--- config.mk ---
export PLATFORM = sky130hd
export DESIGN_NAME = state_trace_fifo
export DESIGN_NICKNAME = d
export VERILOG_FILES = /design/src/rtl/state_trace_fifo_pkg.sv /design/src/rtl/trace_fifo_core.sv /design/src/rtl/state_trace_fifo.sv
export SDC_FILE = /design/constraint.sdc
export NUM_CORES = 1
export LEC_CHECK = 0
export CAP_MARGIN = 20
export CORE_ASPECT_RATIO = 1.2
export CORE_MARGIN = 4
export CORE_UTILIZATION = 60
export CTS_CLUSTER_DIAMETER = 80
export CTS_CLUSTER_SIZE = 20
export DETAILED_ROUTE_END_ITERATION = 10
export DONT_BUFFER_PORTS = 1
export PLACE_DENSITY_LB_ADDON = 0.05
export RECOVER_POWER = 50
export SYNTH_ARGS = -nofsm -noshare
export SYNTH_HDL_FRONTEND = slang
export SYNTH_HIERARCHICAL = 1
export SYNTH_SLANG_ARGS = --single-unit
--- constraint.sdc ---
create_clock -name clk -period 5.5 [get_ports clk]
set_input_delay 0.825 -clock clk [delete_from_list [all_inputs] [get_ports clk]]
set_output_delay 0.825 -clock clk [all_outputs]
set_load 0.02 [all_outputs]
--- src/rtl/state_trace_fifo_pkg.sv ---
// Shared widths and defaults for the state trace FIFO.
package state_trace_fifo_pkg;

  localparam int ST_W        = 3;
  localparam int DWELL_W_DEF = 8;
  localparam int DEPTH_DEF   = 8;
  localparam int ENTRY_W_DEF = ST_W + DWELL_W_DEF;

endpackage : state_trace_fifo_pkg

--- src/rtl/trace_fifo_core.sv ---
// First-word-fall-through FIFO with occupancy count; full/empty come from the count.
module trace_fifo_core #(
  parameter int DEPTH = 8,
  parameter int WIDTH = 11
) (
  input  logic                     clk,
  input  logic                     reset,
  input  logic                     clear_i,
  input  logic                     push_i,
  input  logic                     pop_i,
  input  logic [WIDTH-1:0]         wdata_i,
  output logic [WIDTH-1:0]         rdata_o,
  output logic [$clog2(DEPTH):0]   count_o,
  output logic                     full_o,
  output logic                     empty_o
);

  localparam int PTR_W = $clog2(DEPTH);
  localparam int CNT_W = PTR_W + 1;

  logic [WIDTH-1:0] mem_q [DEPTH];
  logic [PTR_W-1:0] wr_ptr_q, wr_ptr_d, rd_ptr_q, rd_ptr_d;
  logic [CNT_W-1:0] count_q, count_d;
  logic             do_push_s, do_pop_s;

  assign empty_o   = (count_q == CNT_W'(0));
  assign full_o    = (count_q == CNT_W'(DEPTH));
  assign do_pop_s  = pop_i & ~empty_o;
  // A full FIFO still takes a push when the head leaves on the same edge.
  assign do_push_s = push_i & (~full_o | do_pop_s);
  assign count_o   = count_q;
  assign rdata_o   = empty_o ? '0 : mem_q[rd_ptr_q];

  always_comb begin
    wr_ptr_d = wr_ptr_q;
    rd_ptr_d = rd_ptr_q;
    count_d  = count_q;
    if (clear_i) begin
      wr_ptr_d = '0;
      rd_ptr_d = '0;
      count_d  = '0;
    end else begin
      if (do_push_s) wr_ptr_d = wr_ptr_q + PTR_W'(1);
      else           wr_ptr_d = wr_ptr_q;
      if (do_pop_s)  rd_ptr_d = rd_ptr_q + PTR_W'(1);
      else           rd_ptr_d = rd_ptr_q;
      case ({do_push_s, do_pop_s})
        2'b10:   count_d = count_q + CNT_W'(1);
        2'b01:   count_d = count_q - CNT_W'(1);
        default: count_d = count_q;
      endcase
    end
  end

  always_ff @(posedge clk or negedge reset) begin
    if (!reset) begin
      wr_ptr_q <= '0;
      rd_ptr_q <= '0;
      count_q  <= '0;
    end else begin
      wr_ptr_q <= wr_ptr_d;
      rd_ptr_q <= rd_ptr_d;
      count_q  <= count_d;
    end
  end

  always_ff @(posedge clk) begin
    if (!clear_i && do_push_s) mem_q[wr_ptr_q] <= wdata_i;
  end

endmodule : trace_fifo_core

--- src/rtl/state_trace_fifo.sv ---
// Records each completed upstream state with the number of sampled cycles it lasted.
module state_trace_fifo
  import state_trace_fifo_pkg::*;
#(
  parameter int DEPTH   = DEPTH_DEF,
  parameter int DWELL_W = DWELL_W_DEF
) (
  input  logic                     clk,
  input  logic                     reset,
  input  logic [ST_W-1:0]          st_in,
  input  logic                     st_en,
  input  logic                     clear,
  input  logic                     rd_ready,
  output logic                     rd_valid,
  output logic [ST_W-1:0]          rd_state,
  output logic [DWELL_W-1:0]       rd_dwell,
  output logic [$clog2(DEPTH):0]   count,
  output logic                     overflow
);

  localparam int ENTRY_W = ST_W + DWELL_W;

  logic [ST_W-1:0]    last_state_q, last_state_d;
  logic [DWELL_W-1:0] dwell_q, dwell_d;
  logic               primed_q, primed_d;
  logic               overflow_q, overflow_d;
  logic               push_s, pop_s, full_s, empty_s;
  logic [ENTRY_W-1:0] rdata_s;

  assign push_s   = st_en & primed_q & (st_in != last_state_q);
  assign pop_s    = ~empty_s & rd_ready;
  assign rd_valid = ~empty_s;
  assign rd_state = rdata_s[ENTRY_W-1:DWELL_W];
  assign rd_dwell = rdata_s[DWELL_W-1:0];
  assign overflow = overflow_q;

  trace_fifo_core #(
    .DEPTH (DEPTH),
    .WIDTH (ENTRY_W)
  ) u_core (
    .clk     (clk),
    .reset   (reset),
    .clear_i (clear),
    .push_i  (push_s),
    .pop_i   (rd_ready),
    .wdata_i ({last_state_q, dwell_q}),
    .rdata_o (rdata_s),
    .count_o (count),
    .full_o  (full_s),
    .empty_o (empty_s)
  );

  always_comb begin
    last_state_d = last_state_q;
    dwell_d      = dwell_q;
    primed_d     = primed_q;
    overflow_d   = overflow_q;
    if (clear) begin
      last_state_d = '0;
      dwell_d      = '0;
      primed_d     = 1'b0;
      overflow_d   = 1'b0;
    end else begin
      if (st_en) begin
        if (!primed_q || (st_in != last_state_q)) begin
          last_state_d = st_in;
          dwell_d      = DWELL_W'(1);
          primed_d     = 1'b1;
        end else if (dwell_q != '1) begin
          dwell_d = dwell_q + DWELL_W'(1);
        end else begin
          dwell_d = dwell_q;
        end
      end else begin
        dwell_d = dwell_q;
      end
      // A rejected push is the only way an entry is lost.
      if (push_s && full_s && !pop_s) overflow_d = 1'b1;
      else                            overflow_d = overflow_q;
    end
  end

  always_ff @(posedge clk or negedge reset) begin
    if (!reset) begin
      last_state_q <= '0;
      dwell_q      <= '0;
      primed_q     <= 1'b0;
      overflow_q   <= 1'b0;
    end else begin
      last_state_q <= last_state_d;
      dwell_q      <= dwell_d;
      primed_q     <= primed_d;
      overflow_q   <= overflow_d;
    end
  end

endmodule : state_trace_fifo
[Word level (Yosys, flattened, before mapping)]
Memories as Yosys holds them, arrays and structs flattened.
Cells that the tools add are included.
Word-level totals
  register bits: 23
  bits in writable memories: 88
  input port bits: 8
  output and inout bits: 17
  word-level logic and storage cells: 63
  memories: 1
Memories
  u_core.mem_q: words 8, width 11, read ports 1, clocked after memory_dff 0, wr ports 1, RTL line trace_fifo_core.sv:21  | logic [WIDTH-1:0] mem_q [DEPTH];
Operators by class
  add/subtract/negate cells: 5
  eq/ne operators: 5
  muxes and demuxes: 21
  bitwise operators: 7
  reduce and logical (&&, ||, !) cells: 17
Operator list (count)
  8-bit two-way mux: 4
  3-bit two-way mux: 7
  11-bit two-way mux: 1
  2-bit nonzero test: 5
  8-bit by 1-bit adder with 8-bit output, second input constant: 1
  8-bit != test, second input constant: 1
  4-bit case mux with 2 select lines: 1
  1-bit two-way mux: 7
  3-bit by 1-bit adder with 3-bit output, second input constant: 2
  3-bit nonzero test: 2
  4-bit by 1-bit adder with 4-bit output, second input constant: 1
  1-bit AND: 4
  4-bit equality test, second input constant: 1
  4-bit zero test: 1
  4-bit two-way mux: 1
  2-bit AND reduction: 2
  4-bit by 1-bit subtractor with 4-bit output, second input constant: 1
  1-bit logical AND: 3
  1-bit zero test: 3
  3-bit != test: 1
  2-bit by 1-bit equality test with 1-bit output, second input constant: 1
  2-bit equality test, second input constant: 1
  1-bit NOT: 2
  1-bit logical OR: 1
  1-bit OR: 1

[Longest topological paths before layout]
Gate-level depths: netlist (run 1).
  depth after elaboration: 8
  depth in mapped cells: 10
  mapped depth without buffers: 9

[Modules after synthesis]
Netlist (run 1), hierarchy kept.
By module, submodules not included
  trace_fifo_core: instances 1, cells each 227, area each 4083.9 sq um, seq. area each 2892.8 sq um
  state_trace_fifo: instances 1, cells each 77, area each 775.7 sq um, seq. area each 325.3 sq um

[Least setup slack after synthesis (run 1)]
No wires, ideal clock.
  path type: input to register
  start: input port st_in[2]
  end: memory u_core.mem_q[1][0] (enable)
  setup time: 0.393 ns
  data arrival time: 2.994 ns
  data required time: 5.107 ns
  setup slack: 2.112 ns
  stages: 6
  buffers on the path: 1
  path through: xor2_1 -> o311a_2 -> clkbuf_1 -> o21ai_2 -> or3b_1 -> nor3_1
Between the ends
  cells in the longest elaborated chain, start to end: 6
RTL lines
  start: declaration: RTL line state_trace_fifo.sv:10  | input logic [ST_W-1:0] st_in,
  3-bit != test: RTL line state_trace_fifo.sv:30  | assign push_s = st_en & primed_q & (st_in != last_state_q);
  1-bit AND: RTL line state_trace_fifo.sv:30
  named net push_s: RTL line state_trace_fifo.sv:27  | logic push_s, pop_s, full_s, empty_s;
  1-bit AND: RTL line trace_fifo_core.sv:30  | assign do_push_s = push_i & (~full_o | do_pop_s);
  1-bit logical AND: RTL line trace_fifo_core.sv:68  | if (!clear_i && do_push_s) mem_q[wr_ptr_q] <= wdata_i;
  1-bit two-way mux: RTL line trace_fifo_core.sv:68
  1-bit two-way mux (not written as such): RTL line trace_fifo_core.sv:68
  end: declaration: RTL line trace_fifo_core.sv:21
The timed path passes the listed nets, and every way through them passes these cells.

[Worst setup path after layout (run 1)]
  start: register u_core.rd_ptr_q[0]
  end: output port rd_dwell[4]
Between the ends
  cells in the longest elaborated chain, start to end: 2
RTL lines
  start: declaration: RTL line trace_fifo_core.sv:22  | logic [PTR_W-1:0] wr_ptr_q, wr_ptr_d, rd_ptr_q, rd_ptr_d;
  start signal: assignment: RTL line trace_fifo_core.sv:62  | rd_ptr_q <= rd_ptr_d;
  memory 8 x 11 bit
  11-bit two-way mux: RTL line trace_fifo_core.sv:32  | assign rdata_o = empty_o ? '0 : mem_q[rd_ptr_q];
  end: declaration: RTL line state_trace_fifo.sv:16  | output logic [DWELL_W-1:0] rd_dwell,
Every way passes these cells.

==> results of run 1 <==
[kinds of logic (layout without fill, tap and decap cells)]
logic type / after synthesis / count (layout) / share of synthesized area (%)
xor gates and xnor gates: 10 / 10 / 2.111
adders and majority gates: 5 / 5 / 1.287
muxes: 39 / 39 / 13.80
buffers and inverters: 24 / 27 / 2.343
DFF: 111 / 111 / 66.22
and+or+nand+nor: 82 / 82 / 9.088
AOI/OAI and AO/OA: 33 / 33 / 5.149
[synth_stat cells (2+ instances only)]
library cell  number
xnor2_1            2
buf_6              2
nand3b_1           3
a31oi_1            8
mux2i_1           16
o21ai_0            4
clkbuf_1           8
xor2_1             6
nand4_1            4
nand3_1            7
a21oi_1            5
o211ai_1           6
nand2_1           12
buf_2              4
dfrtp_1           23
inv_1              8
nor3_1             6
edfxtp_1          88
ha_1               5
nor2_1            34
xor2_2             2
nand2b_1           5
mux4_2            22
a211oi_2           2
[flip-flops by register name (all words and copies together) (netlist names)]
name and flops:
dwell_q 8, last_state_q 3, overflow 1, primed_q 1
u_core/count_o 4, u_core/mem_q 88, u_core/rd_ptr_q 3, u_core/wr_ptr_q 3
[cell type report]
type / count / area (µm²)
sequential: 111 / 3218
clock inverter: 7 / 95.09
inverter: 9 / 33.78
multi-input combinational: 169 / 1538
clock buffer: 9 / 123.9
fill: 533 / 2656
timing repair buffer: 2 / 15.01
tap: 92 / 115.1
[routing by layer]
layer / vias to the layer above / global-route usage (%) / routed length (µm)
li1: 1170 / - / -
met1: 1329 / 28.16 / 4047
met2: 46 / 34.44 / 4691
met3: 9 / 3.789 / 302
met4: 0 / 5.252 / 74
met5: - / 0 / 0
[report_power, final]
| group | internal, mW | leakage, nW | switching (mW) | total (mW) |
|---|---|---|---|---|
| registers | 0.917 | 1.11 | 0.0573 | 0.974 |
| clock network | 0.257 | 0.110 | 0.260 | 0.517 |
| logic | 0.162 | 0.485 | 0.224 | 0.385 |
[path summary, 6_finish.rpt]
path / slack, ns / endpoint / start
max: 2.37 / rd_dwell[4] / u_core/rd_ptr_q[0]
min: 0.15 / dwell_q[4] / reset
max reg2reg: 2.43 / u_core/mem_q[5][7] / last_state_q[2]
min reg2reg: 0.58 / primed_q / primed_q
max in group asynchronous: 5.26 / last_state_q[1] / reset
min in group clk: 0.51 / u_core/count_o[3] / clear
==> results.md, run 1 <==
* Status: complete, no violations
* Die Area at 9609 µm²
* RSZ-0062 raised after global routing: false
* Fin. max-slew vios at 0
* Nets@finish at 315
* Net Count, Synth at between 300 and 400
* Post-synth EDFFs at 88
* Worst Reg-to-Reg Cells at 5
* Critical Path AT at 2.30 ns
* Final-report hold violation count at 0
* Post-route setup slack at 2.374 ns
* Synth top area cells: edfxtp_1 54%, dfrtp_1 12%, mux4_2 10%, mux2i_1 3.3%, nor2_1 2.6%
* HPWL after detailed placement at 6150 µm
* Most common cell after layout, fill and taps aside: edfxtp_1
* Final setup vio count at 0
* Ports at 25
* Normalized max-slew margin at 28.51%
* Clk_lat worst skew at 0.36 ns
* ANT cells at 0
* Hold Buf Count CTS at 0
* Global-route wire length before repair at 14700 µm
* Per-cell routed wire length at 22.85 µm
* CTS tree: built
* Final wirelength at ~9000 µm
* Vias in the first global route at 2552
* Hold Crit Class: in -> async
* Total CTS buffers at 9
* Die X at roughly 90 µm
* Post-Syn Area at about 4900 µm²
* Root Driver: clkbuf_8
* Crit share post-route at between 50% and 60%
* Predominant post-synthesis flop cell: edfxtp_1
* Antenna violations before repair at 0
* Post-route ant nets at 0
* Syn-to-layout area delta at 5.742%
* Largest stage delay on the critical path at 0.61 ns
* CP top delay family: multiplexers
* WP depth at 4
* Share of cells above drive strength 1 at 18.89%
* Synth Instances at 304
* Power, Total at between 1.5 and 2 mW
* FMAX at between 300 and 400 MHz
* Setup bufs post-CTS at 0
* Post-CTS Resized at 0
* Clock slew at reported path FFs at 0.10 ns
* Final GP Congestion at 0.8011
* Seq cells post-synth at roughly 110
* Kind of critical path: reg -> out
* Ys async rst share at approximately 21%
* # clock sinks at 111
* Worst path bufs/invs at 1
* DRC at 0
* Initial Utilization at 62.34%
* Drt initial violations at 163
* # Max-Cap Violations at 0
* Fin util at 65.92%
* Most frequent cells in the layout: 88 x edfxtp_1, 34 x nor2_1, 23 x dfrtp_1, 22 x mux4_2, 16 x mux2i_1
* H-tree Lvls at 3
* Setup crit end kind: output port
* Finished layout cell area at between 5000 and 6000 µm²
* Peak VDD IR at around 0.22 mV
* Slowest-stage cell, CP: dfrtp_1
* Least-Margin Pin Slew at ~1.1 ns
* Minimum clock period at 3.126 ns
* WHS at 0.1522 ns
* P_leak at 1.703 nW
* Non-filler instance count after layout at 399
* Cell Area, Placed at 4912 µm²
* CP Data Required Time at between 4 and 5 ns
* Core Rows at 35
* Max Fanout on Critical Path at 18
* Cell breakdown of the critical path: buf_4 -> mux4_2 -> mux2i_1 -> nor2_1
* Largest net degree at the start of global routing at 25
* Dpl ws at 2.164 ns
* Synth cell types at 46
* Synth top area share at 54.38%
* Crit start category: flip-flop
* Clk buf depth at 2
* DR pass1 iterations at 4
* Vert. Die Dim at 106.6 µm
* PwrDens at 365.2 nW/µm²
* Total GRT Usage at 20.53%
* Via count at 2554
* Seq/Total Area, Yosys at 66.22%
* Post-synth top area cell: edfxtp_1
* Yosys warning count at 6
* Final Skew at 0.01366 ns
* Placed Instances at 382
* Buffers on Ports at 0
* Setup TNS Final at 0 ns
* Core Footprint at 7795 µm²
* Drt via density at 6.401
* Remaining global-route overflow at 0
* Syn avg cell area at ~16 µm²
(Power assumes the default switching activity.)
==> inputs of run 2 (changes only) <==
CORE_UTILIZATION = 57   (was 60)
clock period = 2.6 ns   (was 5.5 ns; I/O delays follow)
==> run 2 against run 1 <==
Net effect: clock skew increased by 0.00094 ns; register-to-register slack got worse by 2.3 ns; flip-flop and latch count unchanged; via count increased by 2.8%; final area increased by 3.8%; total power increased by 100%; cell count increased by 10%.
==> results.md, run 2 (synthesized netlist as in run 1, its figures left out) <==
* # clock sinks at 111 (unchanged)
* Vias in the first global route at 2854 (was 2552)
* Hold Crit Class: in -> reg (was in -> async)
* Die X at 92.29 µm (was 90.16 µm)
* Switching power at 1.152 mW (was 0.5409 mW)
* Core Rows at 36 (was 35)
* Internal power at 2.681 mW (was 1.336 mW)
* HPWL after detailed placement at 6031 µm (was 6150 µm)
* ANT cells at 0 (unchanged)
* Global routing usage on met2 at 37.11% (was 34.44%)
* CP Data Required Time at 2.85 ns (was 4.68 ns)
* Via count at 2625 (was 2554)
* Die Area at 10070 µm² (was 9609 µm²)
* P_leak at 1.753 nW (was 1.703 nW)
* Reg area at 3218 µm² (unchanged)
* Cell Area, Placed at 5181 µm² (was 4912 µm²)
* Post-CTS Resized at 0 (unchanged)
* Routing usage on met1 at 24.84% (was 28.16%)
* Met3 Resource Use GR at 3.865% (was 3.789%)
* Root Driver: clkbuf_8 (unchanged)
* Largest stage delay on the critical path at 0.49 ns (was 0.61 ns)
* Max Fanout on Critical Path at 9 (was 18)
* Fin. max-slew vios at 0 (unchanged)
* Drt via density at 5.979 (was 6.401)
* Global-route wire length before repair at 15060 µm (was 14700 µm)
* CTS tree: built (unchanged)
* Minimum clock period at 2.459 ns
* Final Skew at 0.01459 ns (was 0.01366 ns)
* Crit start category: flip-flop (unchanged)
* R2R Path End: u_core/count_o[3] (was u_core/mem_q[5][7])
* R2R setup slack at 0.14 ns (was 2.43 ns)
* CP top delay family: compound AO/OA/AOI/OAI gates (was multiplexers)
* Final-report hold violation count at 0 (unchanged)
* Startpoint of the worst register-to-register path: last_state_q[0] (was last_state_q[2])
* Combinational fraction of design power at 25.0% (was 20.5%)
* Ports at 25 (unchanged)
* Critical Path AT at 2.71 ns (was 2.30 ns)
* RSZ-0062 raised after global routing: false (unchanged)
* Least-Margin Pin Slew at 1.302 ns (was 1.072 ns)
* Status: complete, no violations (unchanged)
* Power, Total at 3.833 mW (was 1.877 mW)
* Top reg by flops: u_core/mem_q (unchanged)
* Hold wc startpoint: clear
* Cell breakdown of the critical path: xor2_2 -> o311a_2 -> nand2b_1 -> nor2_1 -> ha_1 -> o21ai_0 -> nand3b_1 -> a22oi_1 -> a211oi_2 (was buf_4 -> mux4_2 -> mux2i_1 -> nor2_1)
* FMAX at between 400 and 500 MHz
* Peak VDD IR at 0.4098 mV (was 0.2215 mV)
* Worst Reg-to-Reg Cells at 9 (was 5)
* Syn-to-layout area delta at 9.810% (was 5.742%)
* Initial Utilization at 59.28% (was 62.34%)
* Sw Share at 30.06% (was 28.82%)
* Final wirelength at 9111 µm (was 9116 µm)
* DRC at 0 (unchanged)
* Max reg flops at 88 (unchanged)
* Clock slew at reported path FFs at 0.10 ns (about the same)
* Total CTS buffers at 9 (unchanged)
* Largest net degree at the start of global routing at 25 (unchanged)
* Drt initial violations at 130 (was 163)
* Core Footprint at 8198 µm² (was 7795 µm²)
* Number of fill cells at 624 (was 533)
* Dpl ws at 0.1624 ns (was 2.164 ns)
* Clk_lat worst skew at 0.37 ns (was 0.36 ns)
* Hold Crit Depth at 1
* WHS at 0.06976 ns (was 0.1522 ns)
* Area of the multi-input gates at 1551 µm² (was 1538 µm²)
* Most frequent cells in the layout: 88 x edfxtp_1, 31 x nor2_1, 23 x dfrtp_1, 22 x mux4_2, 16 x mux2i_1 (was 88 x edfxtp_1, 34 x nor2_1, 23 x dfrtp_1, 22 x mux4_2, 16 x mux2i_1)
* Buffers on Ports at 0 (unchanged)
* Final setup vio count at 0 (unchanged)
* Setup bufs post-CTS at 0 (unchanged)
* PwrDens at 718.3 nW/µm² (was 365.2 nW/µm²)
* Kind of critical path: reg -> reg (was reg -> out)
* Post-route ant nets at 0 (unchanged)
* Total GRT Usage at 20.46% (was 20.53%)
* Clock share of power at 23.4% (was 27.6%)
* Setup crit end kind: flip-flop (was output port)
* Post-route setup slack at 0.1411 ns (was 2.374 ns)
* Nets@finish at 333 (was 315)
* Clk buf depth at 2 (unchanged)
* Slowest-stage cell, CP: o311a_2 (was dfrtp_1)
* Finished layout cell area at 5336 µm² (was 5139 µm²)
* Vert. Die Dim at 109.1 µm (was 106.6 µm)
* Normalized max-slew margin at 13.17% (was 28.51%)
* Most common cell after layout, fill and taps aside: edfxtp_1 (unchanged)
* Final GP Congestion at 0.8321 (was 0.8011)
* Share of cells above drive strength 1 at 20.92% (was 18.89%)
* Setup TNS Final at 0 ns (unchanged)
* Per-cell routed wire length at 20.75 µm (was 22.85 µm)
* Sequential power share at 51.6% (was 51.9%)
* H-tree Lvls at 3 (unchanged)
* Remaining global-route overflow at 0 (unchanged)
* Hold Crit Endpoint: u_core/count_o[3]
* DR pass1 iterations at 4 (unchanged)
* Antenna violations before repair at 0 (unchanged)
* Worst path bufs/invs at 0 (was 1)
* # Max-Cap Violations at 0 (unchanged)
* Grt peak-use layer: met2 (unchanged)
* Crit share post-route at 94.57%
run 2: cell types whose count changed in the layout (fill, tap and decap cells not counted), sizes merged:
| cell | change |
|---|---|
| buf | +10 |
| clkbuf | +9 |
| bufinv | -2 |
| clkinv | -1 |
| clkinvlp | +1 |
| dlygate4sd3 | +1 |
run 2: final cells by class:
type                       count  share of cell area, %
sequential                   111                  60.30
multi-input combinational    169                  29.07
timing repair buffer          20                  4.244
tap                          114                  2.673
clock buffer                  11                  2.462
inverter                       9                 0.6331
clock inverter                 5                 0.6096
run 2: timing repair:
item | 4_1_cts | 5_1_grt
endpoints found under the setup margin | 0 | 0
endpoints found under the hold margin | 23 | 0
hold buffers | 2 | 0
run 2: worst max-delay path by stage:
| stage | startpoint | end | slack (ns) | cells after the start |
|---|---|---|---|---|
| 6_report | last_state_q[0] | u_core/count_o[3] | 0.14 | 9 |
| 5_1_grt | last_state_q[1] | u_core/count_o[3] | 0.04 | 9 |
| 4_1_cts | last_state_q[2] | u_core/mem_q[7][4] | 0.16 | 6 |
| 3_5_place_dp | last_state_q[2] | u_core/mem_q[7][7] | 0.16 | 6 |
| 3_3_place_gp | last_state_q[0] | u_core/count_o[3] | 0.25 | 9 |
| 2_1_floorplan | last_state_q[2] | u_core/mem_q[3][0] | -0.14 | 6 |
run 2: power groups by stage:
stage	Combinational (mW)	Sequential [mW]	Clock [mW]
global placement	0.968	2.02	0
CTS	0.995	1.98	0.918
finish	0.958	1.98	0.899
detailed placement	0.981	2.02	0
floorplan	0.768	2.03	0
global route	1.05	1.98	0.995
run 2: metal layers:
| layer | vias to the layer above | wire (µm) |
|---|---|---|
| met5 | - | 0 |
| met1 | 1357 | 3792 |
| met2 | 49 | 4857 |
| met3 | 10 | 361 |
| li1 | 1209 | - |
| met4 | 0 | 99 |
run 2: stage by stage:
step                      std cells  util (%)
after floorplan                 304         -
after global placement          421     63.20
after detailed placement        421     63.20
after CTS                       439     65.57
after global routing            439     65.09
final                           439     65.09
==> inputs of run 3 (changes only) <==
CORE_UTILIZATION = 54   (was 57)
DONT_BUFFER_PORTS = not set   (was 1)
PLACE_DENSITY = 0.76   (was not set)
PLACE_DENSITY_LB_ADDON = not set   (was 0.05)
==> run 3 against run 2 <==
Net effect: total power is 9.9% higher; flip-flop and latch count stayed put; critical path depth is 4 lower; die area is 5.1% higher; worst setup slack worse by 0.015 ns; combinational power is 26% higher; first-iteration DRC count is 74% higher; register-to-register slack better by 0.03 ns; worst hold slack better by 0.48 ns; via count is 8.0% higher; sequential power hardly changed; critical endpoint is now rd_state[1]; largest cell class unchanged.
==> results.md, run 3 (synthesized netlist as in run 1, its figures left out) <==
* Switching power at 1.238 mW (was 1.152 mW)
* CP top delay family: buffers and inverters (was compound AO/OA/AOI/OAI gates)
* Number of fill cells at 624 (unchanged)
* RSZ-0062 raised after global routing: false (unchanged)
* Worst path bufs/invs at 3 (was 0)
* Cell Area, Placed at 5555 µm² (was 5181 µm²)
* Setup TNS Final at 0 ns (unchanged)
* Largest net degree at the start of global routing at 25 (unchanged)
* Final Skew at 0.007217 ns (was 0.01459 ns)
* Die Area at 10590 µm² (was 10070 µm²)
* Final setup vio count at 0 (unchanged)
* Total CTS buffers at 9 (unchanged)
* DRC at 0 (unchanged)
* Remaining global-route overflow at 0 (unchanged)
* FMAX at 404.2 MHz (was 406.7 MHz)
* Kind of critical path: reg -> out (was reg -> reg)
* Final-report hold violation count at 0 (unchanged)
* CTS tree: built (unchanged)
* Setup crit end kind: output port (was flip-flop)
* ANT cells at 0 (unchanged)
* Clk_lat worst skew at 0.37 ns (about the same)
* Vert. Die Dim at 111.9 µm (was 109.1 µm)
* Nets@finish at 381 (was 333)
* Max Fanout on Critical Path at 10 (was 9)
* Per-cell routed wire length at 19.00 µm (was 20.75 µm)
* Sequential power share at 47.1% (was 51.6%)
* Most frequent cells in the layout: 88 x edfxtp_1, 36 x buf_4, 31 x nor2_1, 22 x dfrtp_1, 22 x mux4_2 (was 88 x edfxtp_1, 31 x nor2_1, 23 x dfrtp_1, 22 x mux4_2, 16 x mux2i_1)
* HPWL after detailed placement at 6114 µm (was 6031 µm)
* Status: complete, no violations (unchanged)
* Slowest-stage cell, CP: or4_1 (was o311a_2)
* Cell breakdown of the critical path: or4_1 -> inv_4 -> buf_4 -> nor2_1 -> dlygate4sd2_1 (was xor2_2 -> o311a_2 -> nand2b_1 -> nor2_1 -> ha_1 -> o21ai_0 -> nand3b_1 -> a22oi_1 -> a211oi_2)
* Final GP Congestion at 0.8624 (was 0.8321)
* Core Footprint at 8657 µm² (was 8198 µm²)
* Hold Crit Class: reg -> reg (was in -> reg)
* Die X at 94.60 µm (was 92.29 µm)
* PwrDens at 731.9 nW/µm² (was 718.3 nW/µm²)
* Max reg flops at 88 (unchanged)
* Sw Share at 29.38% (was 30.06%)
* Clk buf depth at 2 (unchanged)
* Syn-to-layout area delta at 18.49% (was 9.810%)
* Global-route wire length before repair at 15070 µm (was 15060 µm)
* Least-Margin Pin Slew at 1.351 ns (was 1.302 ns)
* Clock slew at reported path FFs at 0.10 ns (about the same)
* Crit share post-route at 95.16% (was 94.57%)
* Finished layout cell area at 5758 µm² (was 5336 µm²)
* Post-route ant nets at 0 (unchanged)
* H-tree Lvls at 3 (unchanged)
* # Max-Cap Violations at 0 (unchanged)
* P_leak at 2.059 nW (was 1.753 nW)
* Most common cell after layout, fill and taps aside: edfxtp_1 (unchanged)
* Root Driver: clkbuf_8 (unchanged)
* CP Data Required Time at 2.21 ns (was 2.85 ns)
* Initial Utilization at 56.14% (was 59.28%)
* Share of cells above drive strength 1 at 26.54% (was 20.92%)
* Combinational fraction of design power at 28.8% (was 25.0%)
* Largest stage delay on the critical path at 0.59 ns (was 0.49 ns)
* Hold Buf Count CTS at 0 (was 2)
* Clock share of power at 24.2% (was 23.4%)
* Peak VDD IR at 0.5736 mV (was 0.4098 mV)
* Fin. max-slew vios at 0 (unchanged)
* Power, Total at 4.214 mW (was 3.833 mW)
* Internal power at 2.976 mW (was 2.681 mW)
* Minimum clock period at 2.474 ns (was 2.459 ns)
* # clock sinks at 111 (unchanged)
* Antenna violations before repair at 0 (unchanged)
* Final wirelength at 9312 µm (was 9111 µm)
* Crit start category: flip-flop (unchanged)
* Ports at 25 (unchanged)
* Critical Path AT at 2.08 ns (was 2.71 ns)
* Buffers on Ports at 24 (was 0)
* Total GRT Usage at 19.23% (was 20.46%)
* Top reg by flops: u_core/mem_q (unchanged)
* Drt initial violations at 226 (was 130)
* DR pass1 iterations at 5 (was 4)
* Vias in the first global route at 2910 (was 2854)
* Via count at 2836 (was 2625)
* Core Rows at 37 (was 36)
* Drt via density at 5.788 (was 5.979)
* Normalized max-slew margin at 9.932% (was 13.17%)
-- run 3: cell count changes in the layout (fill, tap and decap cells not counted), moves of 4 or more --
| cell | delta |
|---|---|
| buf_4 | +32 |
| dlygate4sd2_1 | +11 |
| clkdlybuf4s50_1 | +10 |
| clkbuf_1 | -5 |
| buf_12 | -4 |
-- run 3: cell type report --
class	instances	area, µm²	share of cell area [%]
clock buffers	10	127.6	2.216
clock inverters	6	68.82	1.195
inverters	9	36.28	0.6302
multi-input cells	169	1544	26.81
flip-flops and latches	111	3219	55.91
well taps	117	146.4	2.542
repair buffers	68	615.6	10.69
-- run 3: worst reg2reg max path: cells and delay by family, from the launching register on --
kind	cells	cell delay, ns
simple gates	2	0.71
compound gates	2	0.31
xor+xnor	1	0.25
flops	1	0.52
buf+inv	2	0.36
-- run 3: power by group through the flow --
stage	clock [mW]	combinational, mW	sequential, mW
5_1_grt	1.13	1.32	1.99
3_3_place_gp	0	1.21	2.01
6_report	1.02	1.21	1.98
4_1_cts	1.04	1.20	1.97
3_5_place_dp	0	1.22	2.01
2_1_floorplan	0	0.768	2.03
-- run 3: per-stage QoR --
step                      worst slack (ns)  instances  hold WS [ns]  util, %
after CTS                          0.05345        489        0.3700    66.40
after floorplan                    -0.1404        304       0.09441        -
final                               0.1257        490        0.5453    66.51
after global placement             -0.1099        472        0.4867    64.17
after detailed placement           -0.1635        472        0.5353    64.17
after global routing               0.01375        490        0.5931    66.51
-- run 3: worst paths after layout --
check	startpoint	end	slack [ns]	depth (start not counted)
min reg2reg	overflow	overflow	0.55	2
min	overflow	overflow	0.55	2
max	u_core/count_o[1]	rd_state[1]	0.13	5
max in group asynchronous	reset	u_core/rd_ptr_q[0]	0.87	2
max reg2reg	last_state_q[1]	u_core/mem_q[7][4]	0.17	7
min in group asynchronous	reset	u_core/count_o[1]	0.84	2
-- run 3: what timing repair did --
action                                  4_1_cts  5_1_grt
cloned                                        0        1
resized for setup                            12        2
endpoints found under the hold margin         0        0
endpoints found under the setup margin       12        3
buffers inserted                              1        0
-- run 3: per-layer routing --
metal	GRT usage, %	vias up	wire length, µm
met1	25.04	1432	4019
met2	30.76	80	4665
met5	0	-	0
li1	-	1303	-
met4	9.432	0	297
met3	3.851	21	329
